`config.mk`:
```
export PLATFORM = sky130hd
export DESIGN_NAME = alu_out_buffer
export DESIGN_NICKNAME = d
export VERILOG_FILES = /design/src/rtl/alu_out_buffer.sv
export SDC_FILE = /design/constraint.sdc
export NUM_CORES = 1
export LEC_CHECK = 0
export ABC_AREA = 1
export CAP_MARGIN = 20
export CORE_MARGIN = 2
export CORE_UTILIZATION = 35
export DETAILED_ROUTE_END_ITERATION = 6
export SYNTH_ARGS = -nofsm -noshare
export SYNTH_HDL_FRONTEND = slang
export SYNTH_SLANG_ARGS = --single-unit
```
`constraint.sdc`:
```
create_clock -name CLK -period 3.4 [get_ports CLK]
set_clock_uncertainty 0.1 [all_clocks]
set_input_delay 0.51 -clock CLK [delete_from_list [all_inputs] [get_ports CLK]]
set_output_delay 0.51 -clock CLK [all_outputs]
set_load 0.02 [all_outputs]
```
`src/rtl/alu_out_buffer.sv`:
```
// Result buffer behind the ALU: a first-word-fall-through circular FIFO
// that drops and counts results arriving while full, since the ALU cannot stall.
module alu_out_buffer #(
  parameter int DATA_WIDTH = 8,
  parameter int DEPTH      = 8,
  parameter int CNT_WIDTH  = 16
) (
  input  logic                    CLK,
  input  logic                    RST,
  input  logic [DATA_WIDTH-1:0]   EX_ALU,
  input  logic                    EX_ALU_VLD,
  output logic [DATA_WIDTH-1:0]   OUT_DATA,
  output logic                    OUT_VLD,
  input  logic                    OUT_RDY,
  output logic [$clog2(DEPTH):0]  LEVEL,
  output logic                    FULL,
  output logic                    EMPTY,
  output logic [CNT_WIDTH-1:0]    DROP_CNT,
  output logic                    OVERFLOW,
  input  logic                    CLR_CNT
);

  localparam int AW = $clog2(DEPTH);

  // Pointers carry one extra wrap bit so full and empty are distinguishable.
  logic [AW:0]           wr_ptr_q, wr_ptr_d;
  logic [AW:0]           rd_ptr_q, rd_ptr_d;
  logic [AW:0]           level_q, level_d;
  logic [DATA_WIDTH-1:0] mem_q [DEPTH];
  logic [DATA_WIDTH-1:0] mem_d [DEPTH];
  logic [CNT_WIDTH-1:0]  drop_cnt_q, drop_cnt_d;
  logic                  overflow_q, overflow_d;

  logic empty, full, pop, push, drop;

  assign empty = (wr_ptr_q == rd_ptr_q);
  assign full  = (wr_ptr_q[AW-1:0] == rd_ptr_q[AW-1:0]) && (wr_ptr_q[AW] != rd_ptr_q[AW]);

  // A pop frees a slot in the same edge, so a full buffer still accepts a result then.
  assign pop  = !empty && OUT_RDY;
  assign push = EX_ALU_VLD && (!full || pop);
  assign drop = EX_ALU_VLD && full && !pop;

  always_comb begin
    // NOTE: every variable gets its default first so no path leaves it unassigned, which would infer a latch.
    mem_d      = mem_q;
    wr_ptr_d   = wr_ptr_q;
    rd_ptr_d   = rd_ptr_q;
    level_d    = level_q;
    drop_cnt_d = drop_cnt_q;
    overflow_d = overflow_q;

    if (push) begin
      mem_d[wr_ptr_q[AW-1:0]] = EX_ALU;
      wr_ptr_d                = wr_ptr_q + (AW+1)'(1);
    end
    if (pop) begin
      rd_ptr_d = rd_ptr_q + (AW+1)'(1);
    end

    case ({push, pop})
      2'b10:   level_d = level_q + (AW+1)'(1);
      2'b01:   level_d = level_q - (AW+1)'(1);
      default: level_d = level_q;
    endcase

    // Clear wins over a coincident drop; that drop is not counted.
    if (CLR_CNT) begin
      drop_cnt_d = '0;
      overflow_d = 1'b0;
    end else if (drop) begin
      overflow_d = 1'b1;
      if (drop_cnt_q != '1) begin
        drop_cnt_d = drop_cnt_q + CNT_WIDTH'(1);
      end
    end
  end

  // NOTE: non-blocking assignments here so every flop samples pre-edge values regardless of statement order.
  always_ff @(posedge CLK or negedge RST) begin
    if (!RST) begin
      wr_ptr_q   <= '0;
      rd_ptr_q   <= '0;
      level_q    <= '0;
      drop_cnt_q <= '0;
      overflow_q <= 1'b0;
      // NOTE: the storage is reset too, so OUT_DATA reads 0 out of reset rather than stale contents.
      for (int i = 0; i < DEPTH; i++) begin
        mem_q[i] <= '0;
      end
    end else begin
      wr_ptr_q   <= wr_ptr_d;
      rd_ptr_q   <= rd_ptr_d;
      level_q    <= level_d;
      drop_cnt_q <= drop_cnt_d;
      overflow_q <= overflow_d;
      mem_q      <= mem_d;
    end
  end

  assign OUT_DATA = mem_q[rd_ptr_q[AW-1:0]];
  assign OUT_VLD  = !empty;
  assign LEVEL    = level_q;
  assign FULL     = full;
  assign EMPTY    = empty;
  assign DROP_CNT = drop_cnt_q;
  assign OVERFLOW = overflow_q;

endmodule

```
==> results_dict.tcl <==
set metrics [dict create \
    detail_route.wirelength_um 13800 \
    ctsHoldBuffers 0 \
    max_cap_violations 0 \
    fin_crit_sh_pct 88.5 \
    layout_setup_ws_ns 0.392 \
    power.static_leakage_nw 2.98 \
    path_max_fanout 18 \
    synth_enable_flop_cells 0 \
    layout-area-overhead-vs-synth_pct 17.7 \
    initial_antenna_violation_count 0 \
    insertion_delay_ns 0.35 \
    worstHoldPathType "in2async" \
    synth_largest_area_cell "sky130_fd_sc_hd__dfrtp_1" \
    grt_usage_pct 19.3 \
    synth.distinct_cells 28 \
    async_set_reset_flop_share_out_of_synthesis_pct 100 \
    numPortBuffers 44 \
    detailroute.via_count 4645 \
    boundaryPins 45 \
    hold_vio_cnt_final 0 \
    synth_fp_nets 689 \
    drt.antenna.violating_nets 0 \
    required_ns 2.79 \
    post-synth-top-area-fraction_pct 46.3 \
    yosys_warning_count 0 \
    syn_area_sq_mm 0.00503 \
    routed_wire_length_per_instance_um 15.5 \
    grt_pass1_wl_um 22800 \
    floorplan.core_area_sq_mm 0.0139 \
    cp.arrival_ns 2.40 \
    synth.avg_cell_area_sq_um 7.52 \
    post-synth-top-count-cell "sky130_fd_sc_hd__nand2_1" \
    global_route_total_overflow 0 \
    number_of_h_tree_levels 3 \
    cts_buffers 9 \
    area_contributors_post_synth "sky130_fd_sc_hd__dfrtp_1, sky130_fd_sc_hd__nand2_1, sky130_fd_sc_hd__nand3_1" \
    setup.worst_path.end_class "output port" \
    totalPowerFinal_mw 5.17 \
    stdcell_count 890 \
    max-vdd-ir-drop_uv 575 \
    cp-start-kind "flip-flop" \
    synth.cells.most_frequent "sky130_fd_sc_hd__nand2_1, sky130_fd_sc_hd__nand3_1, sky130_fd_sc_hd__dfrtp_1" \
    via_per_inst 5.22 \
    relSlewSlack_pct 37.7 \
    tightest_pin_transition_ns 0.931 \
    diodes 0 \
    design.die.area_sq_mm 0.0153 \
    initial_drc_count 319 \
    placement_rows 43 \
    finalCriticalPeriod_ns 3.01 \
    setup_viol 0 \
    dp_cells 874 \
    syn-instance-count 669 \
    first_global_vias 4439 \
    initial_utilization_pct 36.1 \
    tritoncts_clock_tree "done" \
    maximum_number_of_pins_on_one_net_before_global_route_repair 57 \
    outcome "complete, no violations" \
    die-height_um 124 \
    clk_path_buf_depth 2 \
    finalNetCount 725 \
    clkTransAtPathRegs_ns 0.07 \
    ys_seq_elements 93 \
    drive_above_1_share_pct 7.61 \
    synth_sequential_area_ratio_pct 46.3 \
    drc_errors 0 \
    clock_sinks 93 \
    power_density_mw_per_mm2 874 \
    unrepaired_setup_endpoints_after_global_routing "no" \
    clock.fmax_mhz 332 \
    cts.root.buffer_cell "sky130_fd_sc_hd__clkbuf_16" \
    final_weighted_congestion_in_routability_driven_placement 0.848 \
    hold_ws_ns 0.118 \
    final-max-slew-violation-count 0 \
    cts-resized-gates 0 \
    timing_worst_setup_path_type "reg2out" \
    pre_cts_ws_ns 0.451 \
    dpl.hpwl_um 9420 \
    die_width_um 124 \
    finalSetupTns_ns 0 \
    post_cts_repair_setup_buffers 0 \
    pre_repair_dr_iteration_count 5 \
    synth-main-ff-cell "sky130_fd_sc_hd__dfrtp_1" \
]
-- layout by cell type (no fill, tap or decap), types with 2 or more instances in the layout --
| master | Yosys | final |
|---|---|---|
| sky130_fd_sc_hd__inv_6 | 0 | 2 |
| sky130_fd_sc_hd__clkdlybuf4s50_1 | 0 | 43 |
| sky130_fd_sc_hd__buf_4 | 3 | 17 |
| sky130_fd_sc_hd__a21oi_1 | 2 | 2 |
| sky130_fd_sc_hd__xor2_1 | 11 | 11 |
| sky130_fd_sc_hd__ha_1 | 6 | 6 |
| sky130_fd_sc_hd__clkbuf_16 | 0 | 9 |
| sky130_fd_sc_hd__inv_1 | 32 | 32 |
| sky130_fd_sc_hd__nand2_2 | 8 | 8 |
| sky130_fd_sc_hd__nor2_2 | 3 | 3 |
| sky130_fd_sc_hd__nand3_1 | 97 | 97 |
| sky130_fd_sc_hd__o21ai_0 | 37 | 37 |
| sky130_fd_sc_hd__xnor2_1 | 4 | 4 |
| sky130_fd_sc_hd__inv_2 | 4 | 4 |
| sky130_fd_sc_hd__nor2_1 | 62 | 62 |
| sky130_fd_sc_hd__nand4_1 | 18 | 18 |
| sky130_fd_sc_hd__dfrtp_1 | 93 | 93 |
| sky130_fd_sc_hd__o22ai_1 | 16 | 16 |
| sky130_fd_sc_hd__nand2_1 | 232 | 232 |
| sky130_fd_sc_hd__nand4_4 | 2 | 2 |
| sky130_fd_sc_hd__clkinv_2 | 0 | 3 |
-- routing by layer --
layer	up-vias	track usage [%]	wire (um)
met1	2221	26.6	6510
met4	0	4.69	181
met3	17	4.72	866
li1	2247	-	-
met5	-	0	0
met2	160	30.6	6280
-- state kept, by name, indices dropped and copies added (netlist names) --
register and cells:
DROP_CNT 16, LEVEL 4, OVERFLOW 1, mem_q 64, rd_ptr_q 4, wr_ptr_q 4
-- kinds of logic after synthesis --
group	Yosys count	synth area share, %
xor+xnor	15	2.61
simple gates	426	36.8
buf+inv	72	6.30
flops	93	46.3
compound gates	55	5.87
fa+ha+maj	7	1.89
mux	1	0.224
-- worst max-delay path, cell delays in order (launching register included) --
cell                              delay, ns
sky130_fd_sc_hd__dfrtp_1               0.41
sky130_fd_sc_hd__inv_2                 0.25
sky130_fd_sc_hd__buf_4                 0.28
sky130_fd_sc_hd__o21ai_0               0.10
sky130_fd_sc_hd__o22ai_1               0.16
sky130_fd_sc_hd__nand2_1               0.08
sky130_fd_sc_hd__nand2_1               0.13
sky130_fd_sc_hd__clkdlybuf4s50_1       0.63
-- power breakdown --
| group | switching [mW] | internal, mW |
|---|---|---|
| Sequential | 0.306 | 1.53 |
| Clock | 0.463 | 0.523 |
| Combinational | 1.46 | 0.891 |
-- worst paths after layout --
kind	startpoint	endpoint	slack, ns	cells past startpoint
max in group asynchronous	RST	mem_q[42]	2.34	2
min reg2reg	mem_q[46]	mem_q[46]	0.37	2
max	rd_ptr_q[0]	OUT_DATA[0]	0.39	7
min	RST	LEVEL[2]	0.12	1
min in group CLK	mem_q[46]	mem_q[46]	0.37	2
max reg2reg	rd_ptr_q[1]	LEVEL[3]	0.41	13
-- layout make-up --
class                           count  area (sq um)
Fill cell                        1418          8020
Multi-Input combinational cell    504          2380
Sequential cell                    93          2330
Timing Repair Buffer               60           558
Clock buffer                       10           239
Tap cell                          180           225
Inverter                           37           139
Clock inverter                      6          43.8
-- metrics by stage --
step / utilization, % / area [sq um]
2_1_floorplan: - / 5030
3_3_place_gp: 40.4 / 5630
3_5_place_dp: 40.4 / 5630
4_1_cts: 42.5 / 5920
5_1_grt: 42.5 / 5920
6_report: 42.5 / 5920
Note: power is estimated with default switching activity, not from simulation.
